File: src/rtl/jtag_tap_pkg.sv
// Shared TAP definitions: controller state codes and instruction opcodes.
package jtag_tap_pkg;

  typedef enum logic [3:0] {
    TLR    = 4'h0,
    RTI    = 4'h1,
    SEL_DR = 4'h2,
    CAP_DR = 4'h3,
    SH_DR  = 4'h4,
    EX1_DR = 4'h5,
    PAU_DR = 4'h6,
    EX2_DR = 4'h7,
    UPD_DR = 4'h8,
    SEL_IR = 4'h9,
    CAP_IR = 4'hA,
    SH_IR  = 4'hB,
    EX1_IR = 4'hC,
    PAU_IR = 4'hD,
    EX2_IR = 4'hE,
    UPD_IR = 4'hF
  } tap_state_e;

  // Opcodes are sized to IR_WIDTH at the point of use; -1 widens to all-ones.
  localparam int OPC_BYPASS = -1;
  localparam int OPC_IDCODE = 1;
  localparam int OPC_USER   = 2;

  function automatic logic is_shift(tap_state_e s);
    return (s == SH_DR) || (s == SH_IR);
  endfunction

endpackage

File: src/rtl/jtag_tap_fsm.sv
// IEEE 1149.1 TAP controller state machine, advanced on each TCK rising edge.
//
// state  | meaning
// TLR    | test-logic-reset, instruction forced to reset value
// RTI    | run-test/idle
// SEL_DR | select data-register scan
// CAP_DR | parallel load of selected data register
// SH_DR  | data register shifts TDI->TDO
// EX1_DR | exit 1 of data scan
// PAU_DR | data scan paused
// EX2_DR | exit 2 of data scan
// UPD_DR | data register update
// SEL_IR | select instruction scan
// CAP_IR | instruction shifter loads ...01
// SH_IR  | instruction shifter shifts TDI->TDO
// EX1_IR | exit 1 of instruction scan
// PAU_IR | instruction scan paused
// EX2_IR | exit 2 of instruction scan
// UPD_IR | instruction register update
module jtag_tap_fsm
  import jtag_tap_pkg::*;
(
  input  logic       TCK,
  input  logic       TRST,
  input  logic       TMS,
  output tap_state_e state
);

  tap_state_e state_q;

  always_ff @(posedge TCK or negedge TRST) begin
    if (!TRST) begin
      state_q <= TLR;
    end else begin
      case (state_q)
        TLR:    state_q <= TMS ? TLR    : RTI;
        RTI:    state_q <= TMS ? SEL_DR : RTI;
        SEL_DR: state_q <= TMS ? SEL_IR : CAP_DR;
        CAP_DR: state_q <= TMS ? EX1_DR : SH_DR;
        SH_DR:  state_q <= TMS ? EX1_DR : SH_DR;
        EX1_DR: state_q <= TMS ? UPD_DR : PAU_DR;
        PAU_DR: state_q <= TMS ? EX2_DR : PAU_DR;
        EX2_DR: state_q <= TMS ? UPD_DR : SH_DR;
        UPD_DR: state_q <= TMS ? SEL_DR : RTI;
        SEL_IR: state_q <= TMS ? TLR    : CAP_IR;
        CAP_IR: state_q <= TMS ? EX1_IR : SH_IR;
        SH_IR:  state_q <= TMS ? EX1_IR : SH_IR;
        EX1_IR: state_q <= TMS ? UPD_IR : PAU_IR;
        PAU_IR: state_q <= TMS ? EX2_IR : PAU_IR;
        EX2_IR: state_q <= TMS ? UPD_IR : SH_IR;
        UPD_IR: state_q <= TMS ? SEL_DR : RTI;
      endcase
    end
  end

  assign state = state_q;

endmodule

File: src/rtl/jtag_tap.sv
// JTAG TAP with BYPASS, USER data register and optional IDCODE register.
// Macro JTAG_TAP_IDCODE_EN enables IDCODE and makes it the reset instruction.
module jtag_tap
  import jtag_tap_pkg::*;
#(
  parameter int unsigned IR_WIDTH   = 4,
  parameter int unsigned DR_WIDTH   = 8,
  parameter logic [31:0] IDCODE_VAL = 32'h1000_0001
) (
  input  logic                TCK,
  input  logic                TRST,
  input  logic                TMS,
  input  logic                TDI,
  output logic                TDO,
  output logic                tdo_en,
  output logic [3:0]          state_obs,
  output logic [IR_WIDTH-1:0] ir_out,
  input  logic [DR_WIDTH-1:0] user_dr_in,
  output logic [DR_WIDTH-1:0] user_dr_out,
  output logic                user_update
);

  localparam logic [IR_WIDTH-1:0] IR_USER    = IR_WIDTH'(OPC_USER);
  localparam logic [IR_WIDTH-1:0] IR_CAPTURE = IR_WIDTH'(1);
`ifdef JTAG_TAP_IDCODE_EN
  localparam logic [IR_WIDTH-1:0] IR_IDCODE  = IR_WIDTH'(OPC_IDCODE);
  localparam logic [IR_WIDTH-1:0] IR_RESET   = IR_IDCODE;
`else
  localparam logic [IR_WIDTH-1:0] IR_RESET   = IR_WIDTH'(OPC_BYPASS);
`endif

  tap_state_e          state;
  logic [IR_WIDTH-1:0] ir_sh_q, ir_sh_d;
  logic [IR_WIDTH-1:0] ir_q, ir_d;
  logic [31:0]         id_sh_q, id_sh_d;
  logic [DR_WIDTH-1:0] user_sh_q, user_sh_d;
  logic [DR_WIDTH-1:0] user_dr_out_q, user_dr_out_d;
  logic                byp_q, byp_d;
  logic                user_update_q, user_update_d;
  logic                sel_user, sel_idcode;

  jtag_tap_fsm u_fsm (
    .TCK   (TCK),
    .TRST  (TRST),
    .TMS   (TMS),
    .state (state)
  );

  assign ir_out   = (state == TLR) ? IR_RESET : ir_q;
  assign sel_user = (ir_out == IR_USER);
`ifdef JTAG_TAP_IDCODE_EN
  assign sel_idcode = (ir_out == IR_IDCODE);
`else
  assign sel_idcode = 1'b0;
`endif

  // Anything not USER or IDCODE routes through the 1-bit bypass stage.
  always_comb begin
    ir_sh_d       = ir_sh_q;
    ir_d          = ir_q;
    id_sh_d       = id_sh_q;
    user_sh_d     = user_sh_q;
    byp_d         = byp_q;
    user_dr_out_d = user_dr_out_q;
    user_update_d = 1'b0;
    case (state)
      TLR:    ir_d    = IR_RESET;
      CAP_IR: ir_sh_d = IR_CAPTURE;
      SH_IR:  ir_sh_d = {TDI, ir_sh_q[IR_WIDTH-1:1]};
      UPD_IR: ir_d    = ir_sh_q;
      CAP_DR: begin
        if (sel_user)        user_sh_d = user_dr_in;
        else if (sel_idcode) id_sh_d   = IDCODE_VAL;
        else                 byp_d     = 1'b0;
      end
      SH_DR: begin
        if (sel_user)        user_sh_d = DR_WIDTH'({TDI, user_sh_q} >> 1);
        else if (sel_idcode) id_sh_d   = {TDI, id_sh_q[31:1]};
        else                 byp_d     = TDI;
      end
      UPD_DR: begin
        if (sel_user) begin
          user_dr_out_d = user_sh_q;
          user_update_d = 1'b1;
        end
      end
      default: ;
    endcase
  end

  always_ff @(posedge TCK or negedge TRST) begin
    if (!TRST) begin
      ir_sh_q       <= '0;
      ir_q          <= IR_RESET;
      id_sh_q       <= '0;
      user_sh_q     <= '0;
      byp_q         <= 1'b0;
      user_dr_out_q <= '0;
      user_update_q <= 1'b0;
    end else begin
      ir_sh_q       <= ir_sh_d;
      ir_q          <= ir_d;
      id_sh_q       <= id_sh_d;
      user_sh_q     <= user_sh_d;
      byp_q         <= byp_d;
      user_dr_out_q <= user_dr_out_d;
      user_update_q <= user_update_d;
    end
  end

  always_comb begin
    TDO = 1'b0;
    if (state == SH_IR) begin
      TDO = ir_sh_q[0];
    end else if (state == SH_DR) begin
      if (sel_user)        TDO = user_sh_q[0];
      else if (sel_idcode) TDO = id_sh_q[0];
      else                 TDO = byp_q;
    end
  end

  assign tdo_en      = is_shift(state);
  assign state_obs   = state;
  assign user_dr_out = user_dr_out_q;
  assign user_update = user_update_q;

endmodule

File: config.mk
export PLATFORM = sky130hd
export DESIGN_NAME = jtag_tap
export DESIGN_NICKNAME = d
export VERILOG_FILES = /design/src/rtl/jtag_tap_pkg.sv /design/src/rtl/jtag_tap_fsm.sv /design/src/rtl/jtag_tap.sv
export SDC_FILE = /design/constraint.sdc
export NUM_CORES = 1
export LEC_CHECK = 0
export ABC_CLOCK_PERIOD_IN_PS = 3900
export CAP_MARGIN = 20
export CORE_AREA = 2 2 57 59
export DETAILED_ROUTE_END_ITERATION = 7
export DIE_AREA = 0 0 59 61
export PLACE_DENSITY = 0.81
export SLEW_MARGIN = 20
export SYNTH_ARGS = -nofsm -noshare
export SYNTH_HDL_FRONTEND = slang
export SYNTH_SLANG_ARGS = --single-unit
File: constraint.sdc
create_clock -name TCK -period 3.9 [get_ports TCK]
set_clock_uncertainty 0.15 [all_clocks]
set_input_delay 0.39 -clock TCK [delete_from_list [all_inputs] [get_ports TCK]]
set_output_delay 0.39 -clock TCK [all_outputs]
set_load 0.02 [all_outputs]
==> results.py <==
metrics = {
    "global_route": {
        "grt_start_max_net_pins": 31,
        "globalRouteOverflowTotal": 0,
        "number_of_global_route_vias_before_repair": 1163,
        "global_route.usage.total_pct": 21.52,
        "grt_first_pass_wirelength_mm": 5.651,
        "antenna_found_initial": 0,
    },
    "sta": {
        "finalWorstPathRequiredPeriod_ns": 3.287,
        "timing.hold.ws_ns": 0.2860,
        "grt_setup_unrepaired": "false",
        "slew_viol_final": 0,
        "finalSetupTns_ns": 0,
        "ratio_of_final_minimum_period_to_clock_period_pct": 84.29,
        "worst-slew-pin-transition_ns": 0.8112,
        "setup_ws_ns": 0.6126,
        "achievable_freq_ghz": 0.3042,
        "setup_violation_total_in_the_final_timing_report": 0,
        "max_slew_headroom_pct": 45.47,
        "timing_hold_violations_final": 0,
    },
    "worst_setup_path": {
        "critPathBufInv": 1,
        "worst-r2r-cell-count": 3,
        "crit-reg2reg-launch": "u_fsm.state[1]$_DFF_PN0_",
        "cell_with_the_largest_stage_delay_on_the_worst_path": "nor4_2",
        "reg_to_reg_setup_timing_slack_ns": 1.33,
        "startpoint_type": "register",
        "setup.worst_path.class": "reg -> out",
        "critPathRequiredTime_ns": 3.36,
        "crit_path_cell_trace": "nor4_2, o211ai_1, nand3_1, clkdlybuf4s50_1",
        "worst_r2r_endpoint": "user_sh_q[2]$_DFFE_PN0P_",
        "timing.critical_path.max_delay_family": "simple AND/OR/NAND/NOR gates",
        "worst_path_largest_cell_delay_ns": 0.84,
        "critical_path.max_fanout": 27,
        "crit_path_end_kind": "output port",
        "crit_arrival_ns": 2.75,
    },
    "cts": {
        "cts-hold-fix-buffers": 0,
        "path_clk_slew_ns": 0.09,
        "tritoncts.num_buffers": 5,
        "clockBufferDepth": 2,
        "clock-root-buffer": "clkbuf_4",
        "cts_setup_buffers": 0,
        "numClockSinks": 30,
        "worstSkewPairLatency_ns": 0.33,
        "ctsHtreeMaxLevel": 2,
        "ctsResizeCount": 0,
        "tritoncts_clock_tree": "done",
    },
    "synth": {
        "yosysTopAreaCell": "dfrtp_1",
        "count_of_different_cell_masters_after_synthesis": 38,
        "combined_area_of_all_synthesized_cells_um2": 1567,
        "post_synth_main_area_contributors": "dfrtp_1 (42%), mux2_2 (17%), dfstp_2 (6.7%)",
        "synth_register_bits": 30,
        "synth_fp_nets": 157,
        "synth_seq_area_share_pct": 48.24,
        "postSynthAreaPerCell_um2": 10.80,
        "number_of_flops_mapped_to_enable_cells_by_yosys": 0,
        "yosys_warnings": 0,
        "async_flop_share_pct": 100.0,
        "dominantRegCellSynth": "dfrtp_1",
        "synthesized_instance_count": 145,
        "yosys.area.top_type_share_pct": 41.53,
    },
    "power_and_ir_drop": {
        "vdd.ir_drop.worst_v": 0.0003418,
        "pwr_density_cell_nw_per_um2": 571.1,
        "clock_power_share_pct": 17.0,
        "p_int_uw": 669.6,
        "seqPwrFrac_pct": 46.1,
        "static-leakage-power_uw": 0.0008460,
        "power_switching_uw": 444.4,
        "comb_power_share_pct": 36.9,
        "netSwitchingFraction_pct": 39.89,
    },
    "route": {
        "post_drt_via_cell_ratio": 6.019,
        "route.detailed.wl_per_inst_um": 16.25,
        "num_vias": 1252,
        "number_of_drc_violations_after_detailed_routing": 0,
        "drt_first_pass_iters": 4,
        "drtAntennaViolNets": 0,
        "first_iter_violations": 75,
        "drt_wl_total_mm": 3.380,
    },
    "flow_run": {
        "max_cap_viol_count": 0,
    },
    "worst_hold_path": {
        "hold_class": "in -> async",
    },
    "cells_and_area": {
        "most_frequent_standard_cell_in_the_layout_excluding_fill_and_tap_cells": "clkdlybuf4s50_1",
        "layout.nets": 186,
        "layout_common_cells": "clkdlybuf4s50_1 (30), dfrtp_1 (26), mux2_2 (23), o21ai_0 (14), nand2_1 (9)",
        "postLayoutCoreUtil_pct": 66.06,
        "antenna_diode_count": 0,
        "fraction_of_final_layout_cells_with_drive_strength_greater_than_1_pct": 25.71,
        "syn_to_final_growth_pct": 24.52,
    },
    "die": {
        "ios": 31,
        "floorplan.die.height_um": 61,
        "start_util_pct": 53.05,
        "fp.coreArea_um2": 2953,
        "die_w_um": 59,
        "rows": 20,
        "die-area_um2": 3599,
    },
    "place": {
        "buffer_ports.inserted": 30,
        "gpl.final_weighted_congestion": 0.8176,
        "place_ws_ns": 0.9732,
        "estimated_wirelength_of_the_detail_placed_design_mm": 2.315,
    },
    "outcome": {
        "status": "finished, final reports clean",
    },
}
[power by group through the flow]
stage,registers [µW],clock network [µW],logic [µW]
2_1_floorplan,441,0,337
3_3_place_gp,506,0,395
3_5_place_dp,516,0,411
4_1_cts,509,197,413
5_1_grt,530,213,450
6_report,513,190,411
[layer usage]
layer | vias to the layer above | track usage, % | wire length, µm
li1 | 591 | - | -
met1 | 613 | 28.90 | 1491
met2 | 42 | 32.54 | 1651
met3 | 6 | 6.823 | 177
met4 | 0 | 8.766 | 59
met5 | - | 0 | 0
[cell usage after synthesis, types with 2 or more instances]
master    count
a21oi_1       3
nand3_1       3
nor2b_1       2
mux2_2       23
or2_2         4
nand2_1       9
o21ai_0      14
inv_1         4
dfrtp_1      26
o211ai_1      4
a22oi_1       5
dfstp_2       4
nor2_1        8
nand4_1       2
clkbuf_1      9
nor4b_1       3
[how the worst max path moves through the flow]
stage,start,endpoint,slack (ns),cells past startpoint
finish,u_fsm.state[1]$_DFF_PN0_,TDO,0.61,4
global placement,u_fsm.state[1]$_DFF_PN0_,TDO,1.11,4
floorplan,u_fsm.state[0]$_DFF_PN0_,TDO,1.62,5
global route,u_fsm.state[1]$_DFF_PN0_,TDO,0.42,4
detailed placement,u_fsm.state[1]$_DFF_PN0_,TDO,0.97,4
CTS,u_fsm.state[1]$_DFF_PN0_,TDO,0.58,4
[per-stage QoR]
stage          std cells  total power [µW]  instance area [µm²]
2_1_floorplan        145             778.1                 1567
3_3_place_gp         200             901.1                 1891
3_5_place_dp         200             927.3                 1891
4_1_cts              208              1119                 1951
5_1_grt              208              1193                 1951
6_report             208              1114                 1951
[flip-flops by register name, indices dropped and copies added (netlist names)]
name,cells
user_update,1
byp_q,1
ir_q,4
u_fsm.state,4
user_dr_out,8
user_sh_q,8
ir_sh_q,4
[cells by family (layout without fill, tap and decap cells)]
logic type	Yosys count	after routing	synth area share, %
multiplexers	24	24	17.25
AO/OA/AOI/OAI	34	34	14.62
flip-flops	30	30	48.24
buffers and inverters	14	44	3.434
AND/OR/NAND/NOR	43	43	16.45
[final cells by class]
type	instances	area, µm²
inverters	4	15.01
multi-input cells	101	763.2
clock buffers	7	55.05
clock inverters	1	5.005
well taps	33	41.29
fillers	251	1002
repair buffers	32	315.3
flip-flops and latches	30	755.7
No activity file was read; power rests on OpenSTA's default activity.
==> edit (same flow settings) <==
Set the parameter `IR_WIDTH` to 6 (it was 4).
--- a/src/rtl/jtag_tap.sv
+++ b/src/rtl/jtag_tap.sv
@@ -3,7 +3,7 @@
 module jtag_tap
   import jtag_tap_pkg::*;
 #(
-  parameter int unsigned IR_WIDTH   = 4,
+  parameter int unsigned IR_WIDTH   = 6,
   parameter int unsigned DR_WIDTH   = 8,
   parameter logic [31:0] IDCODE_VAL = 32'h1000_0001
 ) (
Interface: changed (resized ir_out); port bits go from 31 to 33. The function was not compared with the original's and may differ.
==> edit against the unedited design <==
- sequential cell count grew 4
- utilization up 5.3 points
- area after synthesis up 10%
- non-clock buffer count grew 3
- sequential share of layout area up 2.0 points
- worst setup slack worse by 220 ps
- fmax decreased by 6.2%
- sequential power hardly changed
- cell area is 8.1% higher
- wire length rose by 9.0%
- total power grew 6.3%
- hold slack worse by 4.2 ps
- largest power group unchanged
==> edit: results (changes against the unedited design) <==
Setup path
  – CP max stage delay: 800 ps (-40 ps)
  – Worst reg2reg path depth: 4 (+1)
  – CP arrival: 2960 ps (+210 ps)
  – Crit-path leading delay family: simple AND/OR/NAND/NOR gates
  – Reg2Reg Setup Slack: 1240 ps (-90 ps)
  – Worst r2r dst: user_sh_q[7]
  – CP Max Fanout: 20 (-26%)
  – Reg2reg start: u_fsm.state[1]
  – CP max stage cell: nor4_1

Global routing
  – Vias in the first global route: 1336 (+15%)
  – First-pass GRT wire length: 6050 um (+7.1%)
  – Pin count of the biggest net entering global routing: 35 (+13%)
  – Gr ovfl total: 0 (unchanged)
  – GRT Overall Usage: 23.1% (+1.5 points)
  – Initial antenna violation count: 0 (unchanged)

Logic synthesis
  – Post-Synth Adder-Cell Area: 0% (unchanged)
  – Area contributors post-synth: dfrtp_1 (41%), dfstp_2 (9.1%), o21ai_0 (8.4%), mux2_2 (5.9%), mux2i_1 (4.6%)
  – Post-synthesis mux area share: 11.4% (-5.9 points)
  – Compound-cell area share of the yosys netlist: 17.0% (+2.4 points)
  – Ys async rst share: 100% (unchanged)
  – Synth warnings: 0 (unchanged)
  – Distinct cells, synth: 40 (+5.3%)
  – Sequential area share after synthesis: 49.8% (+1.5 points)
  – Ys flop type: dfrtp_1
  – Cells after synthesis: 177 (+22%)
  – Post-synth top cells: o21ai_0 (29), dfrtp_1 (28), nand2_1 (16)
  – Mapped Nets: 189 (+20%)
  – Xor/xnor share of the synthesized area: 0.508% (+0.51 points)

Clocking
  – Clk buf depth: 2 (unchanged)
  – H-tree depth: 2 (unchanged)
  – Postcts setup bufs: 0 (unchanged)
  – Clk root buf: clkbuf_4
  – CTS Buf Count: 5 (unchanged)
  – Resized cells post-CTS: 0 (unchanged)
  – Worst skew pair latency: 350 ps (+20 ps)
  – Worst-path clk slew: 110 ps (+20 ps)

Timing
  – Slew HR: 44.5% (-0.94 points)
  – Min cycle time layout: 3500 ps (+216 ps)

Drt
  – Drt first pass iters: 5 (+1)
  – Via count: 1407 (+12%)
  – Initial DRC Count: 62 (-17%)
  – Routed wire per std cell: 15.5 um (-4.8%)
  – Post-Route WL: 3680 um (+9.0%)

Pwr
  – Worst ir drop on vdd: 0.000492 V (+44%)
  – Leak: 0.000846 uW (about the same)

Placed design
  – # port buffers: 32 (+6.7%)
  – GPL Wtd Cong: 0.794 (-2.9%)
  – Inst Count DP: 230 (+15%)
  – Worst slack at placement: 790 ps (-183 ps)
  – Hpwl dp: 2590 um (+12%)

Run status
  – Outcome: finished clean

Final layout
  – Nets: 216 (+16%)
  – Fillers: 244 (-2.8%)
  – Layout cells sized above 1: 17.6% (-8.2 points)
  – Inserted Diodes: 0 (unchanged)

Min path
  – Worst hold path type: in -> async
[edit: cell count changes in the layout (fill, tap and decap cells not counted), moves of 3 or more]
cell / change
mux2i_1: +8
o211ai_1: -3
or2_2: +3
mux2_2: -14
nand2_1: +7
o21ai_0: +15
nor4_1: +3
nor2_1: +3
[edit: area by class of cell]
class,count,share of cell area (%)
flip-flops and latches,34,40.7
inverters,4,0.712
repair buffers,35,16.3
multi-input cells,124,37.5
clock inverters,1,0.237
clock buffers,7,2.61
well taps,33,1.96
[edit: cell families (layout without fill, tap and decap cells)]
group | count (synthesis) | count (layout)
simple gates | 55 | 55
compound gates | 50 | 50
flops | 34 | 34
buf+inv | 19 | 47
mux | 18 | 18
xor+xnor | 1 | 1
[edit: worst max-delay path by stage]
stage                         from  end  cells after the start
floorplan           u_fsm.state[1]  TDO                      5
global placement    u_fsm.state[1]  TDO                      5
detailed placement  u_fsm.state[1]  TDO                      5
CTS                 u_fsm.state[1]  TDO                      5
global route        u_fsm.state[1]  TDO                      5
finish              u_fsm.state[1]  TDO                      5
[edit: routing by layer]
| layer | vias up | track usage (%) | wire (um) |
|---|---|---|---|
| met5 | - | 0 | 0 |
| met4 | 0 | 11.7 | 63 |
| met3 | 8 | 5.12 | 151 |
| met2 | 39 | 38.9 | 1900 |
| met1 | 677 | 28.0 | 1570 |
| li1 | 683 | - | - |
[edit: per-stage QoR]
stage	instance area [um^2]	hold slack (ps)	total power [uW]
2_1_floorplan	1720	-55.6	820
3_3_place_gp	2050	336	959
5_1_grt	2110	307	1260
4_1_cts	2110	287	1190
6_report	2110	282	1180
3_5_place_dp	2050	343	981
[edit: power breakdown]
part / internal [uW] / total (uW) / switching (uW)
combinational: 216 / 463 / 247
clock: 87.3 / 206 / 119
sequential: 414 / 515 / 100
